$ cat src/rtl/axi_lite_pkg.sv
// Shared response codes, FSM state type and byte-merge helper for the
// AXI-Lite write responder.
package axi_lite_pkg;

   typedef enum logic [2:0] {
      IDLE,
      HAVE_AW,
      HAVE_W,
      HAVE_BOTH,
      RESP
   } state_t;

   localparam logic [1:0] OKAY   = 2'b00;
   localparam logic [1:0] SLVERR = 2'b10;
   localparam logic [1:0] DECERR = 2'b11;

   function automatic logic [31:0] merge_bytes(input logic [31:0] old_val,
                                               input logic [31:0] new_val,
                                               input logic [3:0]  strb);
      merge_bytes = old_val;
      for (int k = 0; k < 4; k++)
         if (strb[k]) merge_bytes[8*k +: 8] = new_val[8*k +: 8];
   endfunction

endpackage

$ cat src/rtl/axi_lite_hold_reg.sv
// One-entry hold buffer: takes a beat when empty, keeps it until cleared.
module axi_lite_hold_reg #(
   parameter int WIDTH = 32
) (
   input  logic             clk,
   input  logic             rst,
   input  logic             in_valid,
   input  logic [WIDTH-1:0] in_data,
   output logic             in_ready,
   input  logic             clear,
   output logic             full,
   output logic [WIDTH-1:0] data
);

   // Ready stays low throughout reset so nothing is taken while held.
   assign in_ready = ~full & ~rst;

   always_ff @(posedge clk or posedge rst) begin
      if (rst) begin
         full <= 1'b0;
         data <= '0;
      end else begin
         if (clear) full <= 1'b0;
         if (in_valid && in_ready) begin
            full <= 1'b1;
            data <= in_data;
         end
      end
   end

endmodule

$ cat src/rtl/axi_lite_write_responder.sv
// AXI-Lite write-only slave: buffers AW and W independently, commits into a
// small register window and returns OKAY/SLVERR/DECERR.
module axi_lite_write_responder
   import axi_lite_pkg::*;
#(
   parameter logic [31:0] BASE_ADDR = 32'h0000_0000,
   parameter int          NUM_REGS  = 8
) (
   input  logic                     s_axi_aclk,
   input  logic                     s_axi_areset,
   input  logic [31:0]              s_axi_lite_awaddr,
   input  logic [2:0]               s_axi_lite_awprot,
   input  logic                     s_axi_lite_awvalid,
   output logic                     s_axi_lite_awready,
   input  logic [31:0]              s_axi_lite_wdata,
   input  logic [3:0]               s_axi_lite_wstrb,
   input  logic                     s_axi_lite_wvalid,
   output logic                     s_axi_lite_wready,
   output logic [1:0]               s_axi_lite_bresp,
   output logic                     s_axi_lite_bvalid,
   input  logic                     s_axi_lite_bready,
   output logic [NUM_REGS*32-1:0]   regs,
   output logic [31:0]              wr_count,
   output logic [15:0]              err_count
);

   localparam int IDX_W = $clog2(NUM_REGS);
   localparam int LO    = IDX_W + 2;

   state_t                      state, next_state;
   logic                        aw_full, w_full, aw_hs, w_hs, commit;
   logic [31:0]                 aw_addr;
   logic [35:0]                 w_buf;
   logic [1:0]                  resp_q, resp_d;
   logic [IDX_W-1:0]            idx;
   logic [NUM_REGS-1:0][31:0]   regs_q;
   logic                        unused_ok;

   assign unused_ok = ^s_axi_lite_awprot;

   axi_lite_hold_reg #(.WIDTH(32)) u_aw (
      .clk      (s_axi_aclk),
      .rst      (s_axi_areset),
      .in_valid (s_axi_lite_awvalid),
      .in_data  (s_axi_lite_awaddr),
      .in_ready (s_axi_lite_awready),
      .clear    (commit),
      .full     (aw_full),
      .data     (aw_addr)
   );

   axi_lite_hold_reg #(.WIDTH(36)) u_w (
      .clk      (s_axi_aclk),
      .rst      (s_axi_areset),
      .in_valid (s_axi_lite_wvalid),
      .in_data  ({s_axi_lite_wstrb, s_axi_lite_wdata}),
      .in_ready (s_axi_lite_wready),
      .clear    (commit),
      .full     (w_full),
      .data     (w_buf)
   );

   assign aw_hs = s_axi_lite_awvalid & s_axi_lite_awready;
   assign w_hs  = s_axi_lite_wvalid  & s_axi_lite_wready;

   function automatic state_t fill_state(input logic a, input logic w);
      case ({a, w})
         2'b11:   fill_state = HAVE_BOTH;
         2'b10:   fill_state = HAVE_AW;
         2'b01:   fill_state = HAVE_W;
         default: fill_state = IDLE;
      endcase
   endfunction

   always_ff @(posedge s_axi_aclk or posedge s_axi_areset) begin
      if (s_axi_areset) state <= IDLE;
      else              state <= next_state;
   end

   // Buffer occupancy after this edge decides where we land, including
   // beats that arrived while the response was still pending.
   always_comb begin
      next_state = state;
      case (state)
         IDLE, HAVE_AW, HAVE_W:
            next_state = fill_state(aw_full | aw_hs, w_full | w_hs);
         HAVE_BOTH:
            next_state = RESP;
         RESP:
            if (s_axi_lite_bready) next_state = fill_state(aw_full | aw_hs, w_full | w_hs);
         default:
            next_state = IDLE;
      endcase
   end

   always_comb begin
      commit            = (state == HAVE_BOTH);
      s_axi_lite_bvalid = (state == RESP);
      s_axi_lite_bresp  = s_axi_lite_bvalid ? resp_q : OKAY;
   end

   always_comb begin
      idx = aw_addr[LO-1:2];
      if (aw_addr[31:LO] != BASE_ADDR[31:LO]) resp_d = DECERR;
      else if (aw_addr[1:0] != 2'b00)         resp_d = SLVERR;
      else                                    resp_d = OKAY;
   end

   always_ff @(posedge s_axi_aclk or posedge s_axi_areset) begin
      if (s_axi_areset) begin
         regs_q    <= '0;
         resp_q    <= OKAY;
         wr_count  <= '0;
         err_count <= '0;
      end else if (commit) begin
         resp_q <= resp_d;
         if (resp_d == OKAY) begin
            regs_q[idx] <= merge_bytes(regs_q[idx], w_buf[31:0], w_buf[35:32]);
            wr_count    <= wr_count + 32'd1;
         end else if (err_count != 16'hFFFF) begin
            err_count <= err_count + 16'd1;
         end
      end
   end

   assign regs = regs_q;

endmodule

$ cat config.mk
export PLATFORM = sky130hd
export DESIGN_NAME = axi_lite_write_responder
export DESIGN_NICKNAME = d
export VERILOG_FILES = /design/src/rtl/axi_lite_pkg.sv /design/src/rtl/axi_lite_hold_reg.sv /design/src/rtl/axi_lite_write_responder.sv
export SDC_FILE = /design/constraint.sdc
export NUM_CORES = 1
export LEC_CHECK = 0
export ABC_AREA = 1
export CORE_MARGIN = 2
export CORE_UTILIZATION = 45
export DETAILED_ROUTE_END_ITERATION = 10
export PLACE_DENSITY = 0.71
export SYNTH_ARGS = -nofsm -noshare
export SYNTH_HDL_FRONTEND = slang
export SYNTH_SLANG_ARGS = --single-unit
$ cat constraint.sdc
create_clock -name s_axi_aclk -period 37.1 [get_ports s_axi_aclk]
set_clock_uncertainty 0.05 [all_clocks]
set_input_delay 7.42 -clock s_axi_aclk [delete_from_list [all_inputs] [get_ports s_axi_aclk]]
set_output_delay 7.42 -clock s_axi_aclk [all_outputs]
set_load 0.01 [all_outputs]
==> impl_metrics.py <==
metrics = {
    "synth": {
        "synth_area_leaders": "dfrtp_1 (50%), nand2_1 (35%), mux2_2 (3.1%), nor2_1 (1.9%), buf_2 (1.9%)",
        "yosysWarnings": 0,
        "yosys.cell_types.count": 31,
        "async_flop_share_pct": 100,
        "synth_top_area_share_pct": 49.9,
        "synth.largest_area_cell": "dfrtp_1",
        "synth-edff-count": 0,
        "synth_flop_cell": "dfrtp_1",
        "yosysMostFrequentCell": "nand2_1",
        "synth-seq-cells": 379,
        "synthesis.nets": 2719,
        "syn_inst": 2641,
        "ys_seq_area_share_pct": 49.9,
        "synthTopCellsByCount": "nand2_1 (1764), dfrtp_1 (379), nor2_1 (98)",
        "synth_area_um2": 19000,
        "avgSynthCellArea_um2": 7.19,
    },
    "global_route": {
        "grt_use_met2_pct": 48.6,
        "grt_start_max_net_pins": 111,
        "grt_pass1_wl_mm": 105,
        "grt-ovfl-total": 0,
        "antenna_found_initial": 3,
        "grt_use_met3_pct": 7.69,
        "grtUsageTotal_pct": 30.8,
        "grt.busiest_layer": "met2",
        "grt_pass1_vias": 18120,
        "use_met1_pct": 40.2,
    },
    "floorplan": {
        "chipHeight_um": 209,
        "std_cell_rows": 75,
        "ios": 385,
        "die_area_um2": 43900,
        "core_area_um2": 41800,
        "die_width_um": 209,
        "initial_core_util_pct": 45.5,
    },
    "cells_and_area": {
        "drive_gt1_share_pct": 6.23,
        "final_util_pct": 58.9,
        "area_growth_pct": 29.6,
        "fill_cells": 3771,
        "multi_input_area_um2": 8590,
        "stdcell_area_um2": 24600,
        "seq_area_um2": 9490,
        "fin_nets": 3049,
    },
    "detailed_routing": {
        "drt-total-wl_mm": 67.3,
        "num_vias": 18530,
        "drtAntennaViolNets": 0,
        "via_per_inst": 5.23,
        "dr.pass1.iters": 6,
        "drc": 0,
        "drtIter0Drc": 1506,
        "wire_per_inst_um": 19.0,
    },
    "critical_path": {
        "crit_required_ps": 29630,
        "path_max_fanout": 3,
        "crit_arrival_ps": 8780,
        "worst-setup-path-type": "in -> out",
        "endpoint_kind": "output port",
        "critPathLaunchType": "input port",
    },
    "flow_run": {
        "cap_violations": 0,
    },
    "timing": {
        "fin_tns_setup_ps": 0,
        "setup_viol": 0,
        "fin_crit_ps": 16250,
        "hold_viol_final": 0,
        "slew_headroom_pct": 22.5,
        "rsz0062_at_grt": "no",
        "fmax_mhz": 61.5,
        "post-route-period-util_pct": 43.8,
        "report.final.slew_viol_count": 0,
        "whs_ps": 455,
        "worst_pin_slew_ps": 1160,
    },
    "clocking": {
        "cts_setup_buffers": 0,
        "clockBufferDepth": 3,
        "cts_tree": "yes",
        "root_buffer": "clkbuf_16",
        "cts_max_level": 2,
        "path_clk_slew_ps": 60,
        "cts_made_buffers": 43,
        "cts_hold_buf": 0,
        "numClockSinks": 379,
        "clk_latency_ps": 580,
        "cts_resized": 0,
    },
    "power": {
        "p_leak_nw": 12.9,
        "ir_drop_mv": 0.0386,
        "power_density_nw_per_um2": 49.9,
    },
    "placement": {
        "place.detailed.hpwl_mm": 42.6,
        "port_buffers": 381,
        "place.gp.congestion": 0.930,
        "place_area_um2": 23100,
    },
    "hold_path": {
        "hold_class": "reg -> reg",
    },
    "run_status": {
        "status": "complete, no violations",
    },
}
==> metrics by stage <==
stage / total power, W / instances / worst slack (ps)
after floorplan: 0.000676 / 2641 / 19100
after global placement: 0.000760 / 3465 / 20880
after detailed placement: 0.000766 / 3465 / 20860
after CTS: 0.00123 / 3542 / 20860
after global routing: 0.00128 / 3543 / 20800
final: 0.00123 / 3543 / 20850
==> per-layer routing <==
metal  wire length (µm)  share of wire, %
met4               2880               4.3
met2              30800                46
met5                 34             0.051
met1              27300                41
met3               6300               9.4
==> cells by family (layout without fill, tap and decap cells) <==
group                      count (synthesis)  in the layout  share of synthesized area (%)
muxes                                     52             52                           3.08
buffers and inverters                    197            559                           4.83
and+or+nand+nor                         1947           1947                           39.9
xor gates and xnor gates                  22             22                           1.01
DFF                                      379            379                           49.9
AOI/OAI and AO/OA                         42             42                           1.11
other                                      0              1                              0
adders and majority gates                  2              2                          0.132
==> worst max-delay path: stages <==
cell and delay, ps:
clkdlybuf4s50_1 520, nor2_1 250, clkdlybuf4s50_1 590
==> area by class of cell <==
type / instances / share of cell area [%]
Antenna cell: 1 / 0.0102
Tap cell: 539 / 2.74
Multi-Input combinational cell: 2065 / 34.9
Timing Repair Buffer: 409 / 16.4
Clock inverter: 20 / 1.20
Clock buffer: 57 / 5.04
Inverter: 73 / 1.16
Sequential cell: 379 / 38.6
==> placed cells by master, fill, tap and decap left out, types with 4 or more instances in the layout <==
| cell type | synthesis | routed |
|---|---|---|
| o21ai_0 | 23 | 23 |
| clkbuf_8 | 0 | 9 |
| nor3_2 | 5 | 5 |
| clkinv_1 | 6 | 5 |
| bufinv_16 | 0 | 7 |
| mux2_2 | 52 | 52 |
| nand3b_1 | 7 | 7 |
| inv_1 | 61 | 60 |
| nand3_1 | 16 | 16 |
| nand4_1 | 32 | 32 |
| a21oi_1 | 19 | 19 |
| buf_4 | 11 | 28 |
| nor2_2 | 3 | 4 |
| inv_2 | 5 | 5 |
| clkbuf_1 | 27 | 4 |
| clkdlybuf4s50_1 | 0 | 381 |
| nand2_1 | 1764 | 1763 |
| nor3_1 | 7 | 7 |
| nor2_1 | 98 | 97 |
| xor2_1 | 12 | 12 |
| dfrtp_1 | 379 | 376 |
| xnor2_1 | 10 | 10 |
| clkbuf_16 | 0 | 44 |
| clkinv_2 | 0 | 10 |
| nor2_4 | 8 | 8 |
==> flip-flops by register name, summed over array words and instances, names as in the netlist <==
name and cells:
err_count 16, regs 256, resp_q 2, state 3, u_aw.data 32, u_aw.full 1
u_w.data 36, u_w.full 1, wr_count 32
==> power by group <==
| group | total (W) | leakage, nW | internal, W | switching, W |
|---|---|---|---|---|
| Combinational | 0.000258 | 7.03 | 0.0000635 | 0.000194 |
| Clock | 0.000464 | 0.757 | 0.000284 | 0.000181 |
| Sequential | 0.000504 | 5.11 | 0.000456 | 0.0000486 |
==> path summary, 6_finish.rpt <==
| path | start | end | slack, ps | cells past startpoint |
|---|---|---|---|---|
| worst min register to register | u_aw.data[29]$_DFFE_PP0P_ | u_aw.data[29]$_DFFE_PP0P_ | 450 | 1 |
| max in group asynchronous | s_axi_areset | regs[123]$_DFFE_PP0P_ | 27470 | 4 |
| worst max-delay path | s_axi_areset | s_axi_lite_awready | 20850 | 3 |
| worst min-delay path | u_aw.data[29]$_DFFE_PP0P_ | u_aw.data[29]$_DFFE_PP0P_ | 450 | 1 |
| min in group asynchronous | s_axi_areset | u_w.full$_DFFE_PP0P_ | 7370 | 2 |
| worst max register to register | u_aw.data[3]$_DFFE_PP0P_ | regs[201]$_DFFE_PP0P_ | 33290 | 8 |
Power figures use the tool's default switching activity.
